## src/rtl/btn_conditioner.sv

```systemverilog
// btn_conditioner: four-button input conditioner.
// Synchronizes bouncing push-button levels, samples them on a prescaled
// tick, debounces each button independently, and emits one tick-period-wide
// press event per accepted press.
module btn_conditioner #(
    parameter int PRS_DIV  = 50000,
    parameter int DB_TICKS = 16
) (
    input  logic       clk,
    input  logic       reset,
    input  logic [3:0] btn_raw,
    output logic       tick,
    output logic [3:0] btn_de,
    output logic [3:0] btn_level
);

    localparam logic [19:0] PRS_LAST = 20'(PRS_DIV - 1);
    localparam logic [7:0]  DB_LAST  = 8'(DB_TICKS - 1);

    logic [19:0] prs_cnt;
    logic [3:0]  sync_p0;
    logic [3:0]  sync_p1;
    logic [7:0]  dbcnt [4];
    logic [3:0]  accept;

    // Prescaler: free-running 0..PRS_DIV-1, restarted by reset.
    always_ff @(posedge clk) begin
        if (reset) begin
            prs_cnt <= '0;
        end else if (prs_cnt == PRS_LAST) begin
            prs_cnt <= '0;
        end else begin
            prs_cnt <= prs_cnt + 20'd1;
        end
    end

    // Tick is decoded from the counter, so it is low whenever the counter is cleared.
    always_comb begin
        tick = (prs_cnt == PRS_LAST);
    end

    // Two-flop synchronizer; sync_p1 is the sample s[i] seen by the debouncer.
    always_ff @(posedge clk) begin
        if (reset) begin
            sync_p0 <= '0;
            sync_p1 <= '0;
        end else begin
            sync_p0 <= btn_raw;
            sync_p1 <= sync_p0;
        end
    end

    // A button is accepted when it still differs on the tick that completes qualification.
    always_comb begin
        accept = '0;
        for (int i = 0; i < 4; i++) begin
            accept[i] = (sync_p1[i] != btn_level[i]) && (dbcnt[i] == DB_LAST);
        end
    end

    // Debounce state advances only on ticks; press events last one full tick period.
    always_ff @(posedge clk) begin
        if (reset) begin
            for (int i = 0; i < 4; i++) begin
                dbcnt[i] <= '0;
            end
            btn_level <= '0;
            btn_de    <= '0;
        end else if (tick) begin
            for (int i = 0; i < 4; i++) begin
                if (sync_p1[i] == btn_level[i]) begin
                    dbcnt[i] <= '0;
                end else if (accept[i]) begin
                    btn_level[i] <= sync_p1[i];
                    dbcnt[i]     <= '0;
                end else begin
                    dbcnt[i] <= dbcnt[i] + 8'd1;
                end
            end
            btn_de <= accept & sync_p1;
        end
    end

endmodule

```

## config.mk

```make
export PLATFORM = sky130hd
export DESIGN_NAME = btn_conditioner
export DESIGN_NICKNAME = d
export VERILOG_FILES = /design/src/rtl/btn_conditioner.sv
export SDC_FILE = /design/constraint.sdc
export NUM_CORES = 1
export LEC_CHECK = 0
export BUFFER_PORTS_ARGS = -buffer_cell sky130_fd_sc_hd__buf_4
export CAP_MARGIN = 25
export CORE_MARGIN = 2
export CORE_UTILIZATION = 55
export CTS_CLUSTER_SIZE = 16
export DETAILED_ROUTE_END_ITERATION = 12
export PLACE_DENSITY_LB_ADDON = 0.15
export SETUP_SLACK_MARGIN = 0.02
export SLEW_MARGIN = 20
export SYNTH_ARGS = -nofsm -noshare
export SYNTH_HDL_FRONTEND = slang
export SYNTH_SLANG_ARGS = --single-unit
```

## constraint.sdc

```tcl
create_clock -name clk -period 3.55 [get_ports clk]
set_input_delay 0 -clock clk [delete_from_list [all_inputs] [get_ports clk]]
set_output_delay 0 -clock clk [all_outputs]
set_load 0.005 [all_outputs]
```

# After elaboration in Yosys (flattened, before gate mapping)
# Memory sizes are Yosys's and may differ from the RTL's.
# Index checks and enable logic that the tools add are counted.
# word_totals
out_inout_bits	9
ram_bits	32
n_memories	1
ff_bits	36
in_bits	6
# op_classes
eq_ne	13
add_sub_neg	5
n_mux	70
bitwise	17
reduce_logical	9
# mem_list
name	words	width	rd	rd_ports_with_merged_regs	wr	line	text
dbcnt	4	8	4	0	4	23	logic [7:0] dbcnt [4];
# op_table
op	n
8-bit two-way mux	12
1-bit two-way mux	58
8-bit by 1-bit adder with 8-bit output (second input constant)	4
8-bit by 4-bit == test with 1-bit output (second input constant)	4
20-bit by 1-bit adder with 20-bit output (second input constant)	1
20-bit by 16-bit == test with 1-bit output (second input constant)	1
1-bit bitwise OR	12
3-bit AND reduction	4
4-bit bitwise AND	1
1-bit == test	4
1-bit logical AND	4
1-bit inequality test	4
1-bit NOT	4
2-bit OR reduction	1

# Logic depth before layout (Yosys ltp)
# Gate-level depths: netlist of the first run.
# logic_depth
word_depth	9
mapped_depth	7

# Worst setup path before layout of the first run
# No wires, ideal clock.
# synth_path
path_kind	register to register
startpoint	register prs_cnt[0]
endpoint	memory dbcnt[1][0], enable pin
n_path_buf	2
setup_ps	326
stages_incl_launch_ff	7
arrival_ps	1519
required_time_ps	3224
synth_period_minus_slack_ps	1845
path_slack_ps	1705
path_cell_list	dfxtp_1 -> ha_1 -> nand4_2 -> and3b_1 -> buf_4 -> buf_6 -> a21o_1
# synth_lines
item	line	text
start, declared	20	logic [19:0] prs_cnt;
start signal, assigned	33	prs_cnt <= prs_cnt + 20'd1;
end, declared	23	

# Final worst setup path of the first run
# layout_path
startpoint	register prs_cnt[0]
endpoint	register prs_cnt[12]
# layout_between
elab_chain_cells	2
word_cells_on_any_way	3
classes_between	add/sub (1); eq/ne (1); reduce/logical (1)
# layout_rtl
item
branches (longest 2 deep; another with 20-bit by 1-bit adder with 20-bit output)
# Parallel ways; which one is timed is not known.
# A chain may end at the register's enable or synchronous reset.

==> results of run 1 <==
==> power by group through the flow <==
stage,sequential [mW],clock [mW],combinational [mW]
after global routing,0.860,0.633,0.0641
final,0.857,0.592,0.0568
after floorplan,0.869,0,0.0417
after detailed placement,0.875,0,0.0530
after CTS,0.857,0.601,0.0572
after global placement,0.873,0,0.0522
==> kinds of logic after synthesis <==
| family | after synthesis | share of synthesized area |
|---|---|---|
| AO/OA/AOI/OAI | 25 | 0.04310 |
| XOR/XNOR | 43 | 0.1128 |
| adder cells (fa/ha/maj) | 5 | 0.01874 |
| buffers and inverters | 19 | 0.02811 |
| flip-flops | 68 | 0.5037 |
| multiplexers | 1 | 0.002999 |
| AND/OR/NAND/NOR | 161 | 0.2905 |
==> worst max-delay path, cell delays in order, from the launching register on <==
cell and delay [ns]:
dfxtp_1 0.40, ha_1 0.27, nand4_2 0.22, and3b_1 0.29, a21o_1 0.55, buf_4 0.28
nor2_1 0.06
==> worst max-delay path by stage <==
| stage | start | cells after the start | to | slack [ns] |
|---|---|---|---|---|
| after floorplan | prs_cnt[0]$_SDFF_PP0_ | 6 | dbcnt[1][0]$_SDFFCE_PN0P_ | 1.70 |
| after global placement | prs_cnt[0]$_SDFF_PP0_ | 6 | prs_cnt[12]$_SDFF_PP0_ | 1.43 |
| after detailed placement | prs_cnt[0]$_SDFF_PP0_ | 6 | prs_cnt[12]$_SDFF_PP0_ | 1.38 |
| after CTS | prs_cnt[0]$_SDFF_PP0_ | 6 | prs_cnt[12]$_SDFF_PP0_ | 1.36 |
| after global routing | prs_cnt[0]$_SDFF_PP0_ | 6 | prs_cnt[12]$_SDFF_PP0_ | 1.13 |
| final | prs_cnt[0]$_SDFF_PP0_ | 6 | prs_cnt[12]$_SDFF_PP0_ | 1.38 |
==> state kept, by name, summed over array words and instances, names as in the netlist <==
signal	flops
sync_p1	4
btn_level	4
sync_p0	4
btn_de	4
prs_cnt	20
dbcnt	32
==> layer usage <==
layer | part of all wire | track usage
met3 | 0.035 | 0.05055
met4 | 0.024 | 0.1183
met2 | 0.46 | 0.3276
met5 | 0 | 0
met1 | 0.48 | 0.2701
==> cells in the final DEF (no fill, tap or decap), drive strengths merged, types with 8 or more instances in the layout <==
| cell | Yosys | layout |
|---|---|---|
| xnor2 | 29 | 29 |
| nor4 | 8 | 8 |
| edfxtp | 32 | 32 |
| xor2 | 14 | 14 |
| buf | 7 | 17 |
| nor2b | 12 | 12 |
| nand3 | 18 | 18 |
| clkbuf | 3 | 11 |
| dfxtp | 36 | 36 |
| o21ai | 9 | 9 |
| nand4 | 18 | 18 |
| a21oi | 10 | 10 |
| nand2 | 9 | 9 |
| and3 | 11 | 11 |
| inv | 9 | 9 |
| nor2 | 53 | 53 |
==> final cells by class <==
cell class / instances / area, um^2 / area share
clock buffers: 11 / 131.4 / 0.03538
repair buffers: 21 / 167.7 / 0.04515
well taps: 75 / 93.84 / 0.02527
inverters: 9 / 33.78 / 0.009097
flip-flops and latches: 68 / 1682 / 0.4528
multi-input cells: 235 / 1563 / 0.4208
clock inverters: 4 / 42.54 / 0.01146
==> per-stage QoR <==
| stage | cells | area [um^2] | setup WS (ns) |
|---|---|---|---|
| 2_1_floorplan | 322 | 3338 | 1.705 |
| 3_3_place_gp | 404 | 3500 | 1.429 |
| 3_5_place_dp | 404 | 3500 | 1.383 |
| 4_1_cts | 423 | 3714 | 1.360 |
| 5_1_grt | 423 | 3714 | 1.131 |
| 6_report | 423 | 3714 | 1.377 |
==> run summary, run 1 <==
The chip width works out to 81.91 um. Setup repair after global routing left no endpoint under its margin. For this design the ratio of total power to cell area is 405.5 mW/mm^2. Type of the setup path with the least slack: flop to flop. For the post-DP HPWL, the log shows 4.178 mm. Site row count: 28.

Synthesis produced a netlist with a net count of 333. The critical path capture point type is a flop. For the largest buffer count on any clock path, the log shows 2. The upper clock frequency limit is 0.4603 GHz.

The worst hold path class is input port to flop. Fill cells in the final layout number 473. Summed over all failing endpoints, the final setup total negative slack is 0 ns.

The worst reg2reg path depth is 6, and the maximum fanout along the worst path is 18. After detailed routing, the number of vias per cell comes to 5.574. In the post-synthesis netlist, the biggest area contributors are edfxtp_1 (29%), dfxtp_1 (22%), xnor2_1 (7.6%), nor2_1 (6.0%), xor2_1 (3.7%).

Entering global routing, the biggest net connects 30 pins. The number of max-cap violations is 0. Relative to the synthesized area, the layout overhead comes to 11.24%. The core region area was 0.005886 mm^2; the share of synthesized flip-flops with an asynchronous set or reset was 0. After layout, the design draws a total of 1.506 mW. The number of buffers created by CTS came out at 9. The tools report the number of clock sinks as 68. The portion of the clock cycle consumed by the worst path in the final layout works out to 0.6120.

Clock latency on the worst-skew pair, taken at its later pin, is 0.34 ns. In the routed design, unresolved DRC markers number 0. In the synthesized netlist the dominant register cell turns out to be dfxtp_1. The share of final-layout standard cells stronger than drive strength 1 was 0.1207; the die height was 81.91 um. The tools report the final-layout worst hold slack as 0.02962 ns. In this run the register-to-register setup slack is 1.38 ns. The Yosys step of the flow raised 0 warnings. Switching power summed over all nets: 0.3254 mW. The tools report the antenna diode count as 0.

For this design, the CTS-stage hold fixing added 4 buffers. The cell area that synthesis handed to floorplanning was 0.003338 mm^2. The share of Yosys cell area claimed by the top area cell type works out to 0.2879. The worst endpoint required time was 3.78 ns. The final count of pins violating max slew was 0; the number of input and output port buffers inserted was 14. The most common cell in the synthesized netlist is nor2_1. TritonCTS built the clock tree.

The tools report the number of different library cells in the post-synthesis netlist as 43. Hold path endpoint: sync_p0[3]$_SDFF_PP0_. The switching fraction of total power is 0.2161, and the detailed router's first-iteration violation count is 134. The peak ir drop on the vdd network came out at 0.2349 mV.

The run gives 15 as the top-level port count. Clock slew at the register clock pins of the worst setup and hold paths: 0.07 ns. The synthesized design spends more area on one cell type than any other, namely edfxtp_1.

After synthesis, the most frequently instantiated cells are nor2_1 (53), dfxtp_1 (36), edfxtp_1 (32). The post-synthesis area per instance was 10.37 um^2. The final global-route overflow total is 0. Cell internal power dissipation: 1.180 mW. In the final design database the tool counted 355 nets. The flip-flop and latch count after synthesis was 68; the leakage dissipation was 1.356 nW.

STA classifies the critical path startpoint as a flop. After layout, the minimum clock period comes to 2.173 ns. After clock tree synthesis, the repair step resized 0 gates. The worst register-to-register path begins at prs_cnt[0]$_SDFF_PP0_. The detail route stage leaves a number of antenna-violating nets equal to 0. The reg-to-reg endpoint was prs_cnt[12]$_SDFF_PP0_. The post-layout utilization of the core is 0.6310. The logs give 0.5037 for the part of the Yosys area used for sequential elements and 322 for the number of cells produced by synthesis.

In this run the post-CTS setup repair buffer count came out at 0. Wires add up to 6.175 mm. The flow ran to the end, and the final reports show no timing, DRC or antenna violations. The relative slew slack was 0.5593; the number of failing hold endpoints at the final stage was 0.

The run gives 0.006708 mm^2 as the area of the die. The total vias in the final route was 2358; the transition time at the pin with the least slew margin was 0.6610 ns. The largest clock skew in the final design came out at 0.008625 ns.

Setup violations remaining at the end of the flow were counted as 0. The proportion of power drawn by flip-flops and latches was 0.569. Combinational share of power: 0.038.

The number of instances on the worst hold path came out at 2. Yosys mapped a number of flops with a built-in enable equal to 32. The arrival time at the worst endpoint was 2.41 ns; the iteration count of the initial detailed-routing pass was 4. The tools report the overall track demand over capacity in global routing as 0.2112.

Routability-driven placement finished with a final weighted congestion of 0.7886. The run gives 0 as the number of antenna violations at the first check in global routing. The clock root buffer was clkbuf_8. The run gives 0.5672 as the starting utilization of the core area.

The first global-routing pass estimated 10.58 mm of wire. The share of power burned in the clock network is 0.393. The H-tree was split into 3 levels. Average detailed-routed wire length per instance: 14.60 um. The run gives 2269 as the number of global-route vias before repair. In this run the most critical hold path is launched from reset.
Note: power is estimated with default switching activity, not from simulation.
==> run 2: changes to the inputs <==
ABC_AREA = 1   (was default)
clock period = 2.05 ns   (was 3.55 ns; I/O delays follow)
==> run 2 against run 1 <==
Sequential power rose by 75%. Setup slack got worse by 1.2 ns. Critical path depth increased by 3. Combinational power is 140% higher. Largest power group unchanged. Highest routed layer unchanged.
==> run summary, run 2 <==
The flow ran to the end, and the final reports show no timing, DRC or antenna violations. Traced cell by cell, the critical path runs through ha_1, nand2_1, inv_1, nand2_2, nor2_2, nand3_4, nor2_8, nand3_4, nor2_1. The critical path capture point type is a flop. The tools report the antenna diode count as 0. Yosys attributes the largest share of cell area to edfxtp_1 (29%), dfxtp_1 (22%), nor2_1 (11%), nand2_1 (7.1%), inv_1 (5.8%). The count of antenna-violating nets left after detailed routing was 0; the post-DP HPWL was 4.154 mm.

The number of input and output port buffers inserted works out to 14. In this design, the stage delay of the slowest critical-path cell is 0.35 ns. In the layout the commonest cells are nor2_1 (99), nand2_1 (63), inv_1 (52).

Fill cells in the final layout number 507. Summed over all layers, the routed wires come to 5.827 mm. For the pin with the worst max-slew slack, the measured transition is 0.4250 ns. The analysis attributes to net switching a power of 0.5894 mW. The share of power burned in the clock network came out at 0.386. The dominant cell type by count on the critical path was nand3_4. For the final weighted congestion in routability-driven placement, the log shows 0.8183. The share of synthesized flip-flops with an asynchronous set or reset is 0, and the proportion of power drawn by flip-flops and latches is 0.563. Count of placed standard cells including taps: 489.

Relative to the synthesized area, the layout overhead comes to 13.87%. The detailed-route vias per instance was 5.004; the chip width was 82.01 um. In this run the vertical extent of the chip is 82.01 um. The first detailed-routing pass took 4 iterations.

The worst path buffer plus inverter count is 1, and the number of different library cells in the post-synthesis netlist is 28. The logs give 169 for the detailed router's first-iteration violation count and 9 for the number of buffers created by CTS. Number of cells produced by synthesis: 403. For the wire length of the first global-routing pass, the log shows 9.908 mm. When the netlist entered floorplanning its net count stood at 414. Setup violations remaining at the end of the flow were counted as 0.

The share of final-layout standard cells stronger than drive strength 1 is 0.1048, and the post-layout net count is 445. The worst hold path class was flop to flop. The tools report the site row count as 28.

TritonCTS built the clock tree. The maximum fanout along the worst path was 15; the portion of the clock cycle consumed by the worst path in the final layout was 0.8917. The number of global-route vias before repair is 2431.

The critical path's slowest cell is dfxtp_1. Internal power comes to 2.070 mW. The number of max-cap violations is 0. Most frequently used cell type in the post-synthesis netlist: nor2_1. Startpoint type of the worst setup path: a flop.

The clock net in this run drives a total of 68 sinks. Across all layers, the routed design uses 2572 vias. The tools report the arrival time at the worst endpoint as 2.03 ns.

Adding up every negative setup slack in the final design gives 0 ns. The critical path in this run is classified as flop to flop. Sorting the synthesized cells by how often they occur yields nor2_1 (99), nand2_1 (63), inv_1 (52).

The tools report the number of antenna violations at the first check in global routing as 0. Flip-flop and latch count after synthesis: 68. The synthesized netlist occupies a cell area of 0.003347 mm^2. The starting utilization of the core area is 0.5687, and the post-synthesis area per instance is 8.305 um^2. The share of Yosys cell area claimed by the top area cell type was 0.2871; the clock slew at the register clock pins of the worst setup and hold paths was 0.07 ns. The die covers 0.006726 mm^2. The tools report the part of the Yosys area used for sequential elements as 0.5024. The switching fraction of total power is 0.2216. The number of failing hold endpoints at the final stage was 0; the upper clock frequency limit was 0.5470 GHz. The critical path runs through a total of 9 cells.

The H-tree generated during clock tree synthesis spans 3 levels. Overall track demand over capacity in global routing: 0.1927. Family with the most delay on the worst path: simple AND/OR/NAND/NOR gates.

The count of flip-flops with a built-in enable after synthesis works out to 32. For this run, design rule violations remaining after detail routing come to 0. The flip-flop count of the largest register after layout works out to 32.

Post-CTS timing repair inserted 0 buffers for setup. Leading cell type in the layout, fill and taps excluded: nor2_1. Ranked by flip-flop count, first place goes to dbcnt.

Setup repair after global routing left no endpoint under its margin. The final count of pins violating max slew was 0; the final global-route overflow total was 0. The clock reaches the later pin of the worst-skew pair after 0.34 ns.

Clock skew on the completed layout was measured at 0.01153 ns. The tools report the core region area as 0.005886 mm^2. The cell sitting at the root of the clock tree is a clkbuf_8.

No sink is reached through more buffers than the 2 on the longest clock path. The worst-case IR drop observed on VDD is 0.3955 mV. Cell taking the most area after synthesis: edfxtp_1. The run gives 0 as the synthesis warning total.

The average detailed-routed wire length per instance was 11.34 um; the relative slew slack was 0.7161. The tools report the largest net degree at the start of global routing as 19. The largest registers in the layout are dbcnt: 32 flops, prs_cnt: 20 flops. The combinational share of power was 0.051; the final non-filler cell total was 514. For the worst setup path, the data required time is 2.25 ns.

The most used flip-flop cell after synthesis is dfxtp_1. The run gives 15 as the top-level port count. The worst register-to-register path has a depth of 9. The minimum clock period is 1.828 ns, and the number of instances on the worst hold path is 2. For this design the static power due to leakage is 1.572 nW. Total power density per cell area: 697.9 mW/mm^2.
run 2: repair_timing:
item                                   CTS  global route
hold buffers                             9             0
setup endpoints to repair                0             4
gates resized for setup                  0             1
endpoints found under the hold margin    9             0
run 2: power by group through the flow:
stage / registers (mW) / logic (mW) / clock network, mW
final: 1.50 / 0.136 / 1.03
after global routing: 1.50 / 0.153 / 1.09
after CTS: 1.50 / 0.135 / 1.06
after detailed placement: 1.53 / 0.121 / 0
after global placement: 1.52 / 0.118 / 0
after floorplan: 1.52 / 0.0941 / 0
run 2: worst register-to-register path: stages (launching register included):
cell     delay [ns]
dfxtp_1        0.35
ha_1           0.18
nand2_1        0.08
inv_1          0.09
nand2_2        0.07
nor2_2         0.14
nand3_4        0.23
nor2_8         0.28
nand3_4        0.16
nor2_1         0.12
run 2: cell type report:
cell class	count	area, um^2	area share
sequential	68	1682	0.4412
multi-input combinational	278	1451	0.3808
timing repair buffer	24	202.7	0.05318
inverter	53	198.9	0.05220
clock buffer	10	127.6	0.03349
tap	75	93.84	0.02462
clock inverter	6	55.05	0.01445
run 2: kinds of logic (layout without fill, tap and decap cells):
logic type / count (synthesis) / count (layout) / synth area share
flops: 68 / 68 / 0.5024
fa+ha+maj: 5 / 5 / 0.01869
compound gates: 20 / 20 / 0.03514
xor+xnor: 28 / 28 / 0.07327
buf+inv: 57 / 93 / 0.06542
simple gates: 225 / 225 / 0.3050
run 2: worst paths after layout:
kind / startpoint / endpoint / slack, ns
worst max-delay path: prs_cnt[0]$_SDFF_PP0_ / dbcnt[3][6]$_SDFFCE_PN0P_ / 0.22
worst min-delay path: sync_p0[1]$_SDFF_PP0_ / sync_p1[1]$_SDFF_PP0_ / 0.40
worst max register to register: prs_cnt[0]$_SDFF_PP0_ / dbcnt[3][6]$_SDFFCE_PN0P_ / 0.22
worst min register to register: sync_p0[1]$_SDFF_PP0_ / sync_p1[1]$_SDFF_PP0_ / 0.40
run 2: metrics by stage:
stage / setup slack [ns] / area (um^2) / utilization / total power [mW] / hold WS (ns)
floorplan: 0.3687 / 3347 / - / 1.613 / 0.1070
global placement: 0.2783 / 3533 / 0.6003 / 1.643 / 0.2055
detailed placement: 0.2182 / 3533 / 0.6003 / 1.647 / 0.2156
CTS: 0.1816 / 3806 / 0.6467 / 2.689 / 0.4026
global route: 0.03502 / 3811 / 0.6475 / 2.747 / 0.4237
finish: 0.2220 / 3811 / 0.6475 / 2.660 / 0.4012
run 2: per-layer routing:
metal  share of wire  routed length (um)  global-route usage
met1            0.48                2772              0.2385
met2            0.47                2750              0.3228
met3           0.032                 188             0.03407
met4           0.020                 116             0.09667
met5               0                   0                   0
==> run 3: changes to the inputs <==
--- a/config.mk
+++ b/config.mk
@@ -8,3 +8,3 @@
 export ABC_AREA = 1
-export BUFFER_PORTS_ARGS = -buffer_cell sky130_fd_sc_hd__buf_4
+export BUFFER_PORTS_ARGS = -buffer_cell sky130_fd_sc_hd__buf_2
 export CAP_MARGIN = 25
==> constraint.sdc (replaced) <==
create_clock -name clk -period 2.05 [get_ports clk]
set_input_delay 0.205 -clock clk [delete_from_list [all_inputs] [get_ports clk]]
set_output_delay 0.205 -clock clk [all_outputs]
set_load 0.005 [all_outputs]
==> run 3 against run 2 <==
Sequential power barely moved. Count of clock-buffer cells in the layout did not move. Clock power rose by 6%. Flip-flop and latch count did not move. Critical endpoint is now tick.
==> run summary, run 3 (synthesis gave the netlist of run 2 again) <==
Core region area: 0.005886 mm^2. Worst hold path class: input port to flop. In this run the remaining antenna-violating nets after routing total 0. The transition time at the pin with the least slew margin came out at 0.4345 ns. The area of the die was 0.006726 mm^2; the area growth from synthesis to layout was 10.92%. The tools report the leakage dissipation as 1.539 nW. Once the clock tree was built, the resizer swapped 0 gates to a different size. The die is 82.01 um wide.

Summed over all layers, the routed wires come to 5.829 mm. Data on the critical path arrives at its endpoint at 1.64 ns. The share of final-layout standard cells stronger than drive strength 1 is 0.1181. The run gives 0.1909 as the overall track demand over capacity in global routing.

The number of failing hold endpoints at the final stage was 0; the detailed-route vias per instance was 4.897. The dominant cell type by count on the critical path is inv_1. For this design, the sink count on the clock tree is 68. The floorplan step set the die height to 82.01 um. Leaving out fill and tap cells, the most frequent cell in the layout is nor2_1. The first global-routing pass estimated 9.784 mm of wire. In the routed design, unresolved DRC markers number 0. The run gives 0 as the number of antenna violations at the first check in global routing. The share of power burned in the clock network was 0.402; the peak ir drop on the vdd network was 0.4887 mV. The register with the most flip-flops in the final layout is dbcnt.

The portion of the clock cycle consumed by the worst path in the final layout was 0.8995. The worst setup path is captured at an output port. Detailed placement finished with a half-perimeter wire length of 4.170 mm. The critical path crosses 8 cells after its start point. The critical path goes through ha_1, nand2_1, inv_1, nand2_2, nor2_2, nand3_4, inv_1, buf_2. Dividing the detail-routed wire length by the instance count gives 11.50 um. The tools report the H-tree depth as 3.

The internal portion of the total power is 2.098 mW. The library cells used most frequently in the layout, excluding fill and tap cells, are nor2_1 (99), nand2_1 (63), inv_1 (52). For the final routed database, the setup TNS stands at 0 ns. Worst reg2reg path depth: 9. The longest clock path from root to sink contains 2 buffers. The minimum clock period came out at 1.844 ns.

Setup repair after global routing left no endpoint under its margin. The number of global-route vias before repair is 2393, and the pre-CTS setup slack is 0.2126 ns. Max-cap violations in this run came to 0. Starting utilization of the core area: 0.5687.

The final count of pins violating max slew is 0, and the antenna diode count is 0. The critical path's slowest cell is dfxtp_1. The run gives 0.044 as the combinational share of power.

Final-layout worst hold slack: 0.07144 ns. Once routing completed, OpenROAD measured the worst setup slack at 0.2060 ns. The clock arrives with 0.005694 ns of skew. For this design the ratio of total power to cell area is 727.4 mW/mm^2. The analysis attributes to net switching a power of 0.6020 mW.

Clock root buffer: clkbuf_8. The flow ran to the end, and the final reports show no timing, DRC or antenna violations. In this design, the stage delay of the slowest critical-path cell is 0.36 ns. In this run the core area contains 28 standard-cell rows. Clock-pin slew was measured on the worst setup and hold paths at 0.07 ns.

The critical path is of the flop to output port type. The number of hold buffers added after cts came out at 0. The run gives 2.700 mW as the overall power of the completed layout. The startpoint type of the worst setup path was a flop. The congestion estimate from routability-driven global placement came to 0.8653.

The run gives 107 as the detailed router's first-iteration violation count. TritonCTS built the clock tree. The switching fraction of total power came out at 0.2229.

The logs give 0.5423 GHz for the upper clock frequency limit and 438 for the post-layout net count. For the worst-skew pair, the clock arrives at the later sink with an insertion delay of 0.34 ns. The post-CTS repair timing setup buffer count was 0; the number of instances on the worst hold path was 3.

Entering global routing, the biggest net connects 19 pins. Counting both buffers and inverters, the worst setup path holds a total of 3. Relative slew slack: 0.7097. The maximum fanout along the worst path was 9.

The pre-antenna-repair detailed-routing pass consisted of 4 iterations. 15 I/O pins were placed. The proportion of power drawn by flip-flops and latches is 0.554.

The run gives 1.85 ns as the worst endpoint required time. Setup violations remaining at the end of the flow were counted as 0. The tools report the post-layout utilization of the core as 0.6307.

For this run the aggregate overflow at the end of global routing stands at 0. Summing over every cut layer, the via total after detailed routing is 2483. The largest registers in the layout are dbcnt: 32 flops, prs_cnt: 20 flops. In this run, CTS created clock tree buffers numbering 9. The tools report the number of filler instances in the final layout as 535. The flip-flop count of the largest register after layout came out at 32. Buffers placed on the I/O ports in this run total 14.

The family with the most delay on the worst path was simple AND/OR/NAND/NOR gates.
run 3: changes by cell type in the layout (fill, tap and decap cells not counted), moves of 2 or more:
cell           before  now
clkinv_1            2    0
dlygate4sd3_1       9    0
buf_4              15    2
buf_2               0   15
run 3: layout make-up:
type | instances | area, um^2 | area share
clock inverter | 6 | 63.81 | 0.01719
timing repair buffer | 17 | 90.09 | 0.02427
tap | 75 | 93.84 | 0.02528
multi-input combinational | 278 | 1446 | 0.3896
sequential | 68 | 1682 | 0.4530
clock buffer | 10 | 137.6 | 0.03707
inverter | 53 | 198.9 | 0.05359
run 3: layer usage:
layer	up-vias	wire length, um	track usage	share of wire
met5	-	0	0	0
met4	0	103	0.08000	0.018
met3	9	185	0.05165	0.032
met2	33	2760	0.3268	0.47
met1	1109	2779	0.2254	0.48
li1	1332	-	-	-
run 3: path summary, 6_finish.rpt:
kind,from,slack (ns),endpoint
worst min-delay path,btn_raw[3],0.07,sync_p0[3]$_SDFF_PP0_
worst max register to register,prs_cnt[0]$_SDFF_PP0_,0.27,prs_cnt[11]$_SDFF_PP0_
worst min register to register,sync_p0[2]$_SDFF_PP0_,0.41,sync_p1[2]$_SDFF_PP0_
worst max-delay path,prs_cnt[0]$_SDFF_PP0_,0.21,tick
run 3: stage by stage:
stage	instance area (um^2)	cells
global placement	3498	489
CTS	3700	505
finish	3712	507
detailed placement	3498	489
global route	3712	507
floorplan	3347	403
run 3: power groups by stage:
| stage | Sequential, mW | Combinational (mW) | Clock, mW |
|---|---|---|---|
| after floorplan | 1.52 | 0.0941 | 0 |
| after global placement | 1.52 | 0.116 | 0 |
| after detailed placement | 1.53 | 0.119 | 0 |
| after CTS | 1.50 | 0.120 | 1.12 |
| after global routing | 1.50 | 0.138 | 1.16 |
| final | 1.50 | 0.118 | 1.09 |
run 3: worst register-to-register path: cells and delay by family (launching register included):
kind                       cells  cell delay [ns]
and+or+nand+nor                6             0.79
adders and majority gates      1             0.18
buffers and inverters          2             0.34
DFF                            1             0.36
